## config.mk

```make
export PLATFORM = sky130hd
export DESIGN_NAME = mem_stage_lsu
export DESIGN_NICKNAME = d
export VERILOG_FILES = /design/src/rtl/mem_stage_lsu.sv
export SDC_FILE = /design/constraint.sdc
export NUM_CORES = 1
export LEC_CHECK = 0
export CAP_MARGIN = 20
export CELL_PAD_IN_SITES_DETAIL_PLACEMENT = 1
export CELL_PAD_IN_SITES_GLOBAL_PLACEMENT = 1
export CORE_AREA = 5 5 116 173
export CTS_BUF_LIST = sky130_fd_sc_hd__clkbuf_4 sky130_fd_sc_hd__clkbuf_8
export DETAILED_ROUTE_END_ITERATION = 12
export DIE_AREA = 0 0 121 178
export PLACE_DENSITY_LB_ADDON = 0.12
export SYNTH_ARGS = -nofsm -noshare
export SYNTH_HDL_FRONTEND = slang
export SYNTH_SLANG_ARGS = --single-unit
```

## constraint.sdc

```tcl
create_clock -name clk -period 3.09 [get_ports clk]
set_input_delay 0.927 -clock clk [delete_from_list [all_inputs] [get_ports clk]]
set_output_delay 0.927 -clock clk [all_outputs]
set_load 0.02 [all_outputs]
```

## src/rtl/mem_stage_lsu.sv

```systemverilog
// RV32I memory-stage load/store unit: drives the req/ack data bus,
// aligns store lanes, extends load data and stalls while busy.
module mem_stage_lsu #(
  parameter int TIMEOUT = 16
) (
  input  logic        clk,
  input  logic        rst,
  input  logic        valid_in,
  input  logic [31:0] alu_result_in,
  input  logic [31:0] store_data_in,
  input  logic [4:0]  instruction_rd_in,
  input  logic        register_write_enable_in,
  input  logic        mem_read_in,
  input  logic        mem_write_in,
  input  logic [2:0]  funct3_in,
  output logic        mem_req,
  output logic        mem_we,
  output logic [31:0] mem_addr,
  output logic [31:0] mem_wdata,
  output logic [3:0]  mem_wstrb,
  input  logic [31:0] mem_rdata,
  input  logic        mem_ack,
  output logic [31:0] wb_data_out,
  output logic [4:0]  instruction_rd_out,
  output logic        register_write_enable_out,
  output logic        mem_fault,
  output logic        stall
);

  localparam logic [7:0] CNT_LAST = 8'(TIMEOUT - 1);

  typedef enum logic [1:0] {
    IDLE,
    REQ,
    RESP
  } state_t;

  state_t      state;
  state_t      state_nx;
  logic [7:0]  cnt;
  logic [7:0]  cnt_nx;
  logic        abort_q;
  logic        abort_nx;
  logic [31:0] rdata_q;
  logic [31:0] rdata_nx;
  logic [1:0]  lo_q;
  logic [1:0]  lo_nx;
  logic [2:0]  f3_q;
  logic [2:0]  f3_nx;
  logic        ld_q;
  logic        ld_nx;

  logic        req_nx;
  logic        we_nx;
  logic [31:0] addr_nx;
  logic [31:0] wdata_nx;
  logic [3:0]  wstrb_nx;

  logic        access;
  logic        f3_ok;
  logic        misal;
  logic        bad;
  logic        legal;
  logic        sz_b;
  logic        sz_h;
  logic [31:0] lane_wdata;
  logic [3:0]  lane_wstrb;

  function automatic logic [31:0] extract(
    input logic [31:0] d,
    input logic [1:0]  lo,
    input logic [2:0]  f3
  );
    logic [31:0] ln;
    logic [31:0] r;
    ln = d >> {lo, 3'b000};
    unique case (f3)
      3'b000:  r = {{24{ln[7]}}, ln[7:0]};
      3'b001:  r = {{16{ln[15]}}, ln[15:0]};
      3'b100:  r = {24'h0, ln[7:0]};
      3'b101:  r = {16'h0, ln[15:0]};
      default: r = d;
    endcase
    return r;
  endfunction

  always_comb begin
    access = valid_in & (mem_read_in | mem_write_in);
    if (mem_read_in)
      f3_ok = funct3_in inside {3'b000, 3'b001, 3'b010, 3'b100, 3'b101};
    else
      f3_ok = funct3_in inside {3'b000, 3'b001, 3'b010};
    misal = ((funct3_in[1:0] == 2'b01) & alu_result_in[0])
          | ((funct3_in[1:0] == 2'b10) & (|alu_result_in[1:0]));
    bad   = access & ((mem_read_in & mem_write_in) | ~f3_ok | misal);
    legal = access & ~bad;
  end

  always_comb begin
    sz_b       = funct3_in[1:0] == 2'b00;
    sz_h       = funct3_in[1:0] == 2'b01;
    lane_wdata = store_data_in;
    lane_wstrb = 4'b1111;
    unique case (1'b1)
      sz_b: begin
        lane_wdata = {4{store_data_in[7:0]}};
        lane_wstrb = 4'b0001 << alu_result_in[1:0];
      end
      sz_h: begin
        lane_wdata = {2{store_data_in[15:0]}};
        lane_wstrb = 4'b0011 << alu_result_in[1:0];
      end
      default: ;
    endcase
  end

  always_comb begin
    state_nx  = state;
    cnt_nx    = cnt;
    abort_nx  = abort_q;
    rdata_nx  = rdata_q;
    lo_nx     = lo_q;
    f3_nx     = f3_q;
    ld_nx     = ld_q;
    req_nx    = mem_req;
    we_nx     = mem_we;
    addr_nx   = mem_addr;
    wdata_nx  = mem_wdata;
    wstrb_nx  = mem_wstrb;
    stall     = 1'b0;
    mem_fault = 1'b0;
    wb_data_out               = alu_result_in;
    instruction_rd_out        = instruction_rd_in;
    register_write_enable_out = register_write_enable_in & valid_in;

    unique case (state)
      IDLE: begin
        if (bad) begin
          mem_fault                 = 1'b1;
          register_write_enable_out = 1'b0;
        end else if (legal) begin
          stall    = 1'b1;
          register_write_enable_out = 1'b0;
          req_nx   = 1'b1;
          we_nx    = mem_write_in;
          addr_nx  = {alu_result_in[31:2], 2'b00};
          wdata_nx = mem_write_in ? lane_wdata : 32'h0;
          wstrb_nx = mem_write_in ? lane_wstrb : 4'h0;
          cnt_nx   = 8'h0;
          abort_nx = 1'b0;
          lo_nx    = alu_result_in[1:0];
          f3_nx    = funct3_in;
          ld_nx    = mem_read_in;
          state_nx = REQ;
        end
      end
      REQ: begin
        stall = 1'b1;
        register_write_enable_out = 1'b0;
        // ack in the expiry cycle still completes the access
        if (mem_ack) begin
          rdata_nx = extract(mem_rdata, lo_q, f3_q);
          req_nx   = 1'b0;
          state_nx = RESP;
        end else if (cnt == CNT_LAST) begin
          req_nx   = 1'b0;
          abort_nx = 1'b1;
          state_nx = RESP;
        end else begin
          cnt_nx = cnt + 8'h1;
        end
      end
      RESP: begin
        if (abort_q) begin
          mem_fault                 = 1'b1;
          register_write_enable_out = 1'b0;
        end else if (ld_q) begin
          wb_data_out               = rdata_q;
          register_write_enable_out = register_write_enable_in;
        end else begin
          register_write_enable_out = 1'b0;
        end
        abort_nx = 1'b0;
        state_nx = IDLE;
      end
      default: state_nx = IDLE;
    endcase
  end

  always_ff @(posedge clk) begin
    if (!rst) begin
      state     <= IDLE;
      cnt       <= 8'h0;
      abort_q   <= 1'b0;
      rdata_q   <= 32'h0;
      lo_q      <= 2'b00;
      f3_q      <= 3'b000;
      ld_q      <= 1'b0;
      mem_req   <= 1'b0;
      mem_we    <= 1'b0;
      mem_addr  <= 32'h0;
      mem_wdata <= 32'h0;
      mem_wstrb <= 4'h0;
    end else begin
      state     <= state_nx;
      cnt       <= cnt_nx;
      abort_q   <= abort_nx;
      rdata_q   <= rdata_nx;
      lo_q      <= lo_nx;
      f3_q      <= f3_nx;
      ld_q      <= ld_nx;
      mem_req   <= req_nx;
      mem_we    <= we_nx;
      mem_addr  <= addr_nx;
      mem_wdata <= wdata_nx;
      mem_wstrb <= wstrb_nx;
    end
  end

endmodule

```

==> results.json, run 1 <==
{
  "outcome": "finished clean",
  "hpwlAfterDp_mm": 16.5,
  "ios": 221,
  "fmax_ghz": 0.329,
  "drt_pre_antenna_iters": 5,
  "ir_worst_vdd_uv": 236,
  "syn-cell-area_um2": 6140,
  "numClockSinks": 117,
  "yosys_warnings": 0,
  "finalInstanceArea_um2": 9000,
  "synth-seq-area-share_pct": 38.2,
  "worst_pin_slew_ps": 565,
  "grtUsageTotal_pct": 20.6,
  "seqPwrFrac_pct": 42.2,
  "place_inst": 1134,
  "final_nets": 1024,
  "p_leak_nw": 3.26,
  "grt_first_pass_wirelength_mm": 34.5,
  "postCtsHoldBufs": 0,
  "crit_required_ps": 2160,
  "overflow": 0,
  "crit_type": "primary input to output port",
  "fill_cells": 2174,
  "syn_to_final_growth_pct": 46.7,
  "powerDensity_nw_per_um2": 412,
  "detailed_place.area_um2": 8530,
  "arrival_ps": 2110,
  "core_um2": 18400,
  "cts_inserted_buffers": 17,
  "final_core_utilization_pct": 48.9,
  "dieWidth_um": 121,
  "grt_max_degree": 69,
  "post-route-min-period_ps": 3040,
  "rsz0062_at_grt": "no",
  "first_global_vias": 6416,
  "ys_ff_latch": 117,
  "viasPerCell": 5.04,
  "n_antenna_cell": 0,
  "grt_antenna_before_repair": 0,
  "p_sw_share_pct": 29.5,
  "drive_gt1_share_pct": 20.8,
  "worstSetupEndpointType": "output port",
  "fin_ws_ps": 50.8,
  "setup_violations": 0,
  "initial_utilization_pct": 33.4,
  "dp_slack_ps": -777,
  "maxSlewViolCount": 0,
  "slew-limit-headroom_pct": 62.0,
  "clock_power_share_pct": 39.9,
  "io_buffers": 208,
  "dieArea_um2": 21500,
  "worst-r2r-setup-slack_ps": 1240,
  "routabilityCongestion": 0.798,
  "setup-tns-final_ps": 0,
  "period_share_pct": 98.4,
  "tritoncts": "done",
  "vias": 5936,
  "final_hold_viol_count": 0,
  "finalClockSkew_ps": 14.1,
  "cp-start-kind": "primary input",
  "maxCapViolCount": 0,
  "wl_per_cell_um": 19.2,
  "die_h_um": 178,
  "syn_inst": 702,
  "clk_latency_ps": 450,
  "pwr-share-comb_pct": 17.9,
  "post-route-drc-count": 0,
  "power.internal_mw": 2.61,
  "clockBufferDepth": 2,
  "instances_no_fill": 1177,
  "drtAntennaViolNets": 0,
  "synth.avg_cell_area_um2": 8.74,
  "rows": 61,
  "postSynth.asyncResetShare_pct": 0,
  "synth.distinct_cells": 58,
  "drt_iter0_drc": 216,
  "wl_mm": 22.6,
  "ys.flop_type": "dfxtp_1",
  "hp-class": "flip-flop to flip-flop",
  "p_sw_mw": 1.09,
  "worst-path-max-fanout": 3,
  "clk_transition_reported_paths_ps": 80,
  "cts_root_buf": "clkbuf_8",
  "synth_edf_count": 0,
  "h-tree-depth": 4
}
cells in the mapped netlist, drive strengths merged, types with 2 or more instances:
| cell | instances | share of area, % |
|---|---|---|
| mux2i | 91 | 15 |
| nand2b | 10 | 1.0 |
| mux2 | 48 | 8.8 |
| o2111ai | 2 | 0.39 |
| o21ai | 49 | 4.1 |
| nor2b | 5 | 0.51 |
| nor2 | 18 | 1.3 |
| or4 | 2 | 0.31 |
| nand3 | 13 | 1.1 |
| nand2 | 156 | 9.5 |
| o211ai | 10 | 1.2 |
| clkbuf | 37 | 2.3 |
| a2bb2oi | 8 | 1.1 |
| dfxtp | 117 | 38 |
| or3 | 2 | 0.20 |
| o31ai | 2 | 0.33 |
| nor4 | 2 | 0.31 |
| a21oi | 52 | 4.3 |
| xor2 | 2 | 0.29 |
| nand3b | 11 | 1.3 |
| and2 | 2 | 0.20 |
| nor3 | 3 | 0.24 |
| xnor2 | 2 | 0.29 |
| o221ai | 7 | 1.0 |
| buf | 30 | 4.1 |
| inv | 3 | 0.18 |
worst max-delay path, stage by stage:
cell	delay, ps
dlygate4sd2_1	290
nor2b_4	150
o2111ai_4	240
buf_6	150
nor2_4	30
o21ba_4	190
buf_6	120
cells in the final DEF (no fill, tap or decap), drive strengths merged, types with 2 or more instances in the layout:
master	instances
dfxtp	117
mux2i	91
a2bb2oi	8
o221ai	7
buf	86
clkinvlp	2
clkinv	6
nor2	18
dlygate4sd2	3
clkdlybuf4s50	165
clkbuf	19
nand2b	10
o21ai	49
bufinv	2
nor3	3
and2	2
conb	2
nand3b	11
a21oi	52
nor4	2
mux2	48
o211ai	10
nand3	13
xnor2	2
or4	2
nand2	156
inv	9
o2111ai	2
or3	2
nor2b	5
xor2	2
o31ai	2
metrics by stage:
stage | hold slack (ps) | total power, mW
after detailed placement | 450 | 2.27
final | 460 | 3.71
after global placement | 440 | 2.25
after CTS | 465 | 3.75
after floorplan | 428 | 1.93
after global routing | 480 | 3.86
metal layers:
layer | GRT usage, % | routed length (um) | vias up
li1 | - | - | 2854
met1 | 21.7 | 8700 | 2869
met2 | 38.6 | 12000 | 176
met3 | 5.87 | 1300 | 37
met4 | 7.47 | 557 | 0
met5 | 0 | 0 | -
cells by family after synthesis:
kind of cell / Yosys count / synth area share [%]
xor gates and xnor gates: 4 / 0.571
and+or+nand+nor: 231 / 17.0
muxes: 140 / 24.0
adders and majority gates: 1 / 0.204
buffers and inverters: 71 / 6.59
other: 1 / 0.0611
AOI/OAI and AO/OA: 137 / 13.4
DFF: 117 / 38.2
registers in the layout, indices dropped and copies added (netlist names), 2 cells and up:
register / cells
f3_q: 3
lo_q: 2
mem_addr: 30
cnt: 8
mem_wdata: 32
mem_wstrb: 4
state: 2
rdata_q: 32
final timing paths:
check / startpoint / endpoint / depth (start not counted)
max: mem_read_in / stall / 7
min: mem_addr[22] / mem_addr[22] / 2
max reg2reg: state[0] / rdata_q[15] / 6
min reg2reg: mem_addr[22] / mem_addr[22] / 2
power by group through the flow:
stage               Clock (mW)  Combinational (mW)  Sequential [mW]
floorplan                    0               0.312             1.62
global placement             0               0.656             1.60
detailed placement           0               0.669             1.60
CTS                       1.52               0.667             1.57
global route              1.58               0.710             1.57
finish                    1.48               0.662             1.56
cell type report:
| type | instances | area, um2 | share of cell area [%] |
|---|---|---|---|
| Inverter | 4 | 15.0 | 0.167 |
| Multi-Input combinational cell | 515 | 3470 | 38.6 |
| Clock inverter | 15 | 171 | 1.90 |
| Timing Repair Buffer | 257 | 2450 | 27.2 |
| Tap cell | 252 | 315 | 3.50 |
| Clock buffer | 17 | 234 | 2.60 |
| Sequential cell | 117 | 2350 | 26.1 |
what timing repair did:
item / CTS / global route
pin swaps: 5 / 4
resized for setup: 175 / 14
gates cloned: 1 / 1
buffers inserted: 10 / 1
endpoints found under the setup margin: 34 / 35
No activity file was read; power rests on OpenSTA's default activity.
==> inputs of run 2 (changes only) <==
- CORE_AREA: 5 5 116 173 -> 5 5 113 168
- CTS_CLUSTER_SIZE: not set -> 30
- DIE_AREA: 0 0 121 178 -> 0 0 118 173
- clock period: 3.09 -> 3.8 ns (I/O delays scaled with it)
==> run 2 against run 1 <==
Effect of this change:
- clock skew fell by 3.5 ps
- non-clock buffer count fell by 25
- design area shrank 2.9%
- setup slack better by 21 ps
- highest routed layer unchanged
- die area decreased by 5.2%
- worst hold slack got worse by 1.8 ps
- sequential power shrank 18%
- count of clock-buffer cells in the layout increased by 1
- combinational power down 22%
==> results.json, run 2 (synthesis results as in run 1) <==
{
  "setup-tns-final_ps": 0,
  "final_common_cell": "clkdlybuf4s50_1",
  "crit_end": "register_write_enable_out",
  "tritoncts": "done",
  "fin_ws_ps": 72.0,
  "worst-path-max-fanout": 3,
  "crit_type": "primary input to output port",
  "n_antenna_cell": 0,
  "reg2reg_depth": 4,
  "crit_start": "mem_write_in",
  "rows": 59,
  "arrival_ps": 2590,
  "critical_path_depth": 7,
  "ios": 221,
  "outcome": "finished clean",
  "routabilityCongestion": 0.813,
  "detailed_place.area_um2": 8310,
  "worst_pin_slew_ps": 933,
  "final_nets": 999,
  "die_h_um": 173,
  "largestRegisters": "mem_wdata x32, rdata_q x32, mem_addr x30",
  "powerDensity_nw_per_um2": 346,
  "clk_latency_ps": 430,
  "clockBufferDepth": 2,
  "overflow": 0,
  "cp_slowest_cell": "clkdlybuf4s50_1",
  "cp_cell_sequence": "clkdlybuf4s50_1 -> buf_4 -> nor4_1 -> a21o_1 -> a21oi_1 -> nor2b_1 -> dlygate4sd2_1",
  "finalInstanceArea_um2": 8740,
  "core_um2": 17300,
  "finalClockSkew_ps": 10.5,
  "first_global_vias": 6313,
  "post-route-min-period_ps": 3730,
  "drt_iter0_drc": 177,
  "dieArea_um2": 20400,
  "hp-class": "flip-flop to flip-flop",
  "clk_transition_reported_paths_ps": 60,
  "dp_slack_ps": -474,
  "slew-limit-headroom_pct": 37.7,
  "wl_mm": 21.4,
  "cts_root_buf": "clkbuf_8",
  "maxCapViolCount": 0,
  "maxSlewViolCount": 0,
  "cts_inserted_buffers": 17,
  "fill_cells": 2025,
  "cp-start-kind": "primary input",
  "worstSetupEndpointType": "output port",
  "final_hold_viol_count": 0,
  "critical-path-max-stage-delay_ps": 470,
  "io_buffers": 208,
  "setup_violations": 0,
  "worst-r2r-setup-slack_ps": 1500,
  "rsz0062_at_grt": "no",
  "syn_to_final_growth_pct": 42.5,
  "postCtsHoldBufs": 0,
  "drive_gt1_share_pct": 13.7,
  "fmax_ghz": 0.268,
  "period_share_pct": 98.1,
  "cp_top_family": "buffers and inverters",
  "numClockSinks": 117,
  "p_leak_nw": 3.10,
  "wl_per_cell_um": 19.2,
  "crit_buf_inv": 3,
  "worstReg2RegEnd": "rdata_q[20]",
  "viasPerCell": 5.20,
  "initial_utilization_pct": 35.5,
  "grt_antenna_before_repair": 0,
  "r2r-start": "lo_q[0]",
  "grt_max_degree": 78,
  "ir_worst_vdd_uv": 189,
  "vias": 5788,
  "crit_required_ps": 2660,
  "final_cell_mix": "199 x clkdlybuf4s50_1, 156 x nand2_1, 116 x dfxtp_1, 91 x mux2i_1, 51 x a21oi_1",
  "drt_pre_antenna_iters": 4,
  "drtAntennaViolNets": 0,
  "hpwlAfterDp_mm": 16.1,
  "grt_first_pass_wirelength_mm": 34.0,
  "post-route-drc-count": 0,
  "h-tree-depth": 4,
  "grtUsageTotal_pct": 20.5,
  "dieWidth_um": 118
}
## run 2: cell count changes in the layout (fill, tap and decap cells not counted), sizes merged
cell           change
buf               -58
dlygate4sd2        +1
clkdlybuf4s15      -1
inv                -4
dlymetal6s2s       +1
clkinv             +2
clkbuf             -1
bufinv             +1
clkdlybuf4s50     +34
## run 2: area by class of cell
type / count / area [um2] / area share (%)
Clock buffer: 18 / 248 / 2.83
Multi-Input combinational cell: 515 / 3410 / 39.0
Tap cell: 213 / 267 / 3.05
Clock inverter: 14 / 176 / 2.02
Inverter: 4 / 15.0 / 0.172
Sequential cell: 117 / 2340 / 26.8
Timing Repair Buffer: 232 / 2280 / 26.1
## run 2: power by group
group / switching (mW) / internal [mW]
clock: 0.562 / 0.672
sequential: 0.0230 / 1.26
combinational: 0.253 / 0.264
total: 0.837 / 2.19
## run 2: layer usage
metal  routed length [um]  vias up  share of wire, %  track usage (%)
li1                     -     2804                 -                -
met1                 8260     2791                39             21.9
met2                11500      167                54             38.6
met3                 1240       26               5.8             5.75
met4                  393        0               1.8             6.12
met5                    0        -                 0                0
## run 2: worst min path at each step
stage,startpoint,to,slack (ps),cells past startpoint
final,rdata_q[1],rdata_q[1],460,2
after global routing,rdata_q[1],rdata_q[1],470,2
after CTS,rdata_q[1],rdata_q[1],460,2
after detailed placement,mem_wdata[5],mem_wdata[5],450,2
after global placement,rdata_q[1],rdata_q[1],440,2
after floorplan,rdata_q[0],rdata_q[0],430,2
## run 2: metrics by stage
stage,util [%],hold slack (ps),std cells,power [mW]
after floorplan,-,428,703,1.57
after global placement,48.1,442,1079,1.82
after detailed placement,48.1,446,1079,1.83
after CTS,50.6,462,1113,3.07
after global routing,50.6,471,1113,3.16
final,50.6,459,1113,3.03
## run 2: what timing repair did
action | in CTS | in global routing
gates cloned | 0 | 0
endpoints found under the setup margin | 14 | 2
gates resized for setup | 12 | 3
buffers inserted | 2 | 0
hold endpoints to repair | 0 | 0
pin swaps | 2 | 1
## run 2: tightest hold or removal path, cell delays in order (launching register included)
cell and delay, ps:
dfxtp_1 310, nand2_1 50, a21oi_1 50
==> variant 1: new RTL, flow settings as in run 1 <==
Put a register stage on the output `mem_fault`. The value now appears one clock later. The other outputs are not delayed to match.
--- a/src/rtl/mem_stage_lsu.sv
+++ b/src/rtl/mem_stage_lsu.sv
@@ -36,4 +36,6 @@
   } state_t;
 
+  logic mem_fault_d;
+
   state_t      state;
   state_t      state_nx;
@@ -129,5 +131,5 @@
     wstrb_nx  = mem_wstrb;
     stall     = 1'b0;
-    mem_fault = 1'b0;
+    mem_fault_d = 1'b0;
     wb_data_out               = alu_result_in;
     instruction_rd_out        = instruction_rd_in;
@@ -137,5 +139,5 @@
       IDLE: begin
         if (bad) begin
-          mem_fault                 = 1'b1;
+          mem_fault_d               = 1'b1;
           register_write_enable_out = 1'b0;
         end else if (legal) begin
@@ -173,5 +175,5 @@
       RESP: begin
         if (abort_q) begin
-          mem_fault                 = 1'b1;
+          mem_fault_d               = 1'b1;
           register_write_enable_out = 1'b0;
         end else if (ld_q) begin
@@ -218,4 +220,8 @@
   end
 
+  always_ff @(posedge clk) begin
+    mem_fault <= mem_fault_d;
+  end
+
 endmodule
 
Behaviour: not the same (Yosys sat finds a counterexample within 4 cycles, from zero or initial values and one cycle with rst low).
==> variant 1 against run 1 <==
Final area decreased by 5.9%; register-to-register slack lost 0.37 ns; first-iteration DRC count fell by 5.6%; maximum frequency up 0.11%; worst setup slack gained 0.0033 ns; combinational power shrank 8.2%; power up 2.4%; sequential cell count grew 1; count of clock-buffer cells in the layout grew 1; routed wire length is 0.18% lower; area after synthesis decreased by 8.6%; synthesized cell count up 0.28%; largest cell class unchanged; highest routed layer unchanged.
==> variant 1: results (changes against run 1) <==
| Metric | Value |
|---|---|
| Routed WL per cell | `19.2 um (-0.18%)` |
| Vias in the first global route | `6,397 (-0.30%)` |
| Drt pass-1 iters | `7 (+2)` |
| Post-synth top cells | `nand2_1, a21oi_1, dfxtp_1, mux2_2, o21ai_0` |
| Cells after synthesis | `704 (+0.28%)` |
| Layout Skew | `0.0112 ns (-0.00291 ns)` |
| Fill cell count | `2,203 (+1.3%)` |
| Worst Max-Slew Pin Slew | `0.697 ns (+0.131 ns)` |
| Arrival @ worst endpoint | `2.11 ns (about the same)` |
| Seq. cell area | `2360 um2 (+0.64%)` |
| Synth unique cells | `42 (-28%)` |
| CP Max Fanout | `3 (unchanged)` |
| Placed cell count | `1,142 (+0.71%)` |
| DP HPWL | `16,900 um (+2.5%)` |
| First-pass GRT wire length | `34,200 um (-0.92%)` |
| Seq/Total Area, Yosys | `42.1% (+3.9 points)` |
| DR iter-0 viols | `204 (-5.6%)` |
| # H-tree levels | `4 (unchanged)` |
| # diodes | `0 (unchanged)` |
| Syn. warnings | `0 (unchanged)` |
| Reg clk slew, reported paths | `0.08 ns (about the same)` |
| Port bufs | `208 (unchanged)` |
| CTS Root Cell | `clkbuf_8` |
| Final #Nets | `1,024 (unchanged)` |
| Async SR Flop Fraction | `0% (unchanged)` |
| Dominant synthesized flop cell | `dfxtp_1` |
| Clock Tree Buf Depth | `2 (unchanged)` |
| Overall global routing resource usage | `20.4% (-0.21 points)` |
| Synth area leaders | `dfxtp_1, a21oi_1, nand2_1` |
| Leak | `2.99 nW (-8.5%)` |
| Worst VDD drop | `0.189 mV (-20%)` |
| Clk_lat worst skew | `0.44 ns` |
| Vias | `5,922 (-0.24%)` |
| Outcome | `completed` |
| Initial antenna violation count | `0 (unchanged)` |
| Largest net degree at the start of global routing | `85 (+23%)` |
| Top Registers | `mem_wdata x32, rdata_q x32, mem_addr x30` |
| Post-route insts no fill | `1,177 (unchanged)` |
| Worst min path class | `flop to flop` |
| Cts bufs inserted | `17 (unchanged)` |
| Layout cell share with drive strength beyond 1 | `18.6% (-2.2 points)` |
| Gpl congestion | `0.818 (+2.6%)` |
-- variant 1: cell types whose count changed in the layout (fill, tap and decap cells not counted), moves of 8 or more --
| cell | change |
|---|---|
| clkbuf_2 | +30 |
| buf_2 | -28 |
| nand2b_1 | -8 |
| mux2i_1 | -74 |
| nand3b_1 | -10 |
| a21oi_1 | +72 |
| nand3_1 | +22 |
-- variant 1: final cells by class --
class                   count  share of cell area (%)
repair buffers            252                    27.6
clock inverters            14                    2.35
inverters                   6                   0.266
multi-input cells         517                    35.2
flip-flops and latches    118                    27.9
well taps                 252                    3.72
clock buffers              18                    2.93
-- variant 1: kinds of logic (layout without fill, tap and decap cells) --
group,after synthesis,in the layout,synth area share (%)
compound gates,206,206,20.8
fa+ha+maj,1,1,0.223
buf+inv,70,290,5.49
flops,118,118,42.1
mux,66,66,13.1
other cells,1,2,0.0668
simple gates,242,242,18.2
-- variant 1: power by group --
group | switching (mW) | internal (mW) | leakage (nW)
clock | 0.695 | 0.908 | 0.212
combinational | 0.312 | 0.296 | 1.82
sequential | 0.0241 | 1.56 | 0.954
total | 1.03 | 2.76 | 2.99
-- variant 1: critical path, cell delays in order --
cell	delay (ns)
clkdlybuf4s15_1	0.23
o31ai_4	0.22
o2111a_1	0.27
nand2b_1	0.10
a21oi_2	0.19
buf_4	0.17
-- variant 1: timing repair --
| action | in CTS | in global routing |
|---|---|---|
| setup endpoints to repair | 33 | 32 |
| cloned | 0 | 1 |
| pin swaps | 4 | 4 |
| gates resized for setup | 57 | 67 |
| setup buffers | 1 | 1 |
-- variant 1: layer usage --
| metal | part of all wire [%] | up-vias | GRT usage (%) |
|---|---|---|---|
| li1 | - | 2867 | - |
| met1 | 38 | 2847 | 21.4 |
| met2 | 53 | 182 | 38.0 |
| met3 | 6.4 | 26 | 6.35 |
| met4 | 2.1 | 0 | 6.99 |
| met5 | 0 | - | 0 |
-- variant 1: through the flow --
step	cell area (um2)	hold slack (ns)	util, %	power [mW]	setup WS (ns)
5_1_grt	8470	0.478	46.0	3.97	-0.00442
6_report	8470	0.456	46.0	3.79	0.0541
3_5_place_dp	8110	0.448	44.1	2.25	-0.798
3_3_place_gp	8110	0.438	44.1	2.24	-0.756
2_1_floorplan	5610	0.428	-	1.90	0.152
4_1_cts	8540	0.459	46.4	3.86	0.00458
-- variant 1: final timing paths --
check / from / endpoint / slack, ns / cells after the start
worst max register to register: lo_q[1] / rdata_q[17] / 0.87 / 6
worst max-delay path: alu_result_in[0] / stall / 0.05 / 6
worst min-delay path: mem_addr[15] / mem_addr[15] / 0.46 / 2
worst min register to register: mem_addr[15] / mem_addr[15] / 0.46 / 2
==> variant 2: new RTL, flow settings as in run 1 <==
Made on the original files. The parameter `TIMEOUT` goes from 16 to 12.
--- a/src/rtl/mem_stage_lsu.sv
+++ b/src/rtl/mem_stage_lsu.sv
@@ -2,5 +2,5 @@
 // aligns store lanes, extends load data and stalls while busy.
 module mem_stage_lsu #(
-  parameter int TIMEOUT = 16
+  parameter int TIMEOUT = 12
 ) (
   input  logic        clk,
Function: same outputs for any inputs over 4 cycles, from zero or initial values and one cycle with rst low; that may be too few to reach the edited logic, so the function may still have changed.
==> variant 2 against run 1 <==
First-iteration DRC count increased by 0.93%; combinational power decreased by 3.9%; largest cell class unchanged; non-clock buffer count decreased by 7; power decreased by 4.8%; routed wire length decreased by 3.5%; sequential cell count unchanged; critical path depth decreased by 1; final area decreased by 2.2%; area after synthesis decreased by 0.82%; maximum frequency decreased by 0.12%; worst setup slack got worse by 0.0036 ns; die area unchanged.
==> variant 2: results (changes against run 1) <==
| Metric | Value |
|---|---|
| GR Layer Usage met3 | `5.74% (-0.13 points)` |
| Placed Area | `8460 um2 (-0.78%)` |
| Final Worst Setup Slack | `0.0471 ns (-0.00363 ns)` |
| Routing usage on met1 | `21.1% (-0.58 points)` |
| Synth area leaders | `dfxtp_1, mux2i_1, nand2_1` |
| Gpl congestion | `0.836 (+4.9%)` |
| Cells after synthesis | `711 (+1.3%)` |
| Leak | `3.48 nW (+6.7%)` |
| Post-synth top cells | `nand2_1, dfxtp_1, mux2i_1, a21oi_1, mux2_2` |
| Multi-input logic cell count | `527 (+2.3%)` |
| Layout Skew | `0.0106 ns (-0.00346 ns)` |
| Worst VDD drop | `0.188 mV (-20%)` |
| DP Worst Slack | `-0.753 ns (+0.0244 ns)` |
| Layout cell share with drive strength beyond 1 | `17.7% (-3.0 points)` |
| Via density | `4.96 (-1.7%)` |
| Setup repair bufs after CTS | `5 (-5)` |
| Clock buffer cells | `22 (+5)` |
| Mapped Area | `6090 um2 (-0.82%)` |
| Outcome | `completed` |
| Seq Cell Count | `117 (unchanged)` |
| Drt pass-1 iters | `4 (-1)` |
| Wire length on met3 | `1180 um (-9.4%)` |
| Sequential cell area share | `26.6% (+0.55 points)` |
| First-pass GRT wire length | `34,200 um (-0.84%)` |
| P_int | `2.55 mW (-2.3%)` |
[variant 2: worst max-delay path: stages]
cell and delay, ns:
dlygate4sd2_1 0.26, buf_4 0.15, o21ai_1 0.29, nor3_2 0.08, a32o_2 0.24, buf_2 0.16
[variant 2: path summary, 6_finish.rpt]
| path | endpoint | startpoint | cells past startpoint |
|---|---|---|---|
| setup / recovery | mem_fault | mem_read_in | 6 |
| hold / removal | mem_addr[10] | mem_addr[10] | 2 |
| setup reg to reg | rdata_q[10] | lo_q[0] | 5 |
| hold reg to reg | mem_addr[10] | mem_addr[10] | 2 |
[variant 2: kinds of logic (layout without fill, tap and decap cells)]
family,after synthesis,after routing,synth area share (%)
AOI/OAI and AO/OA,133,133,12.9
DFF,117,117,38.5
buffers and inverters,68,287,5.72
other,1,2,0.0616
xor gates and xnor gates,5,5,0.720
and+or+nand+nor,245,245,17.7
adders and majority gates,1,1,0.206
muxes,141,141,24.2
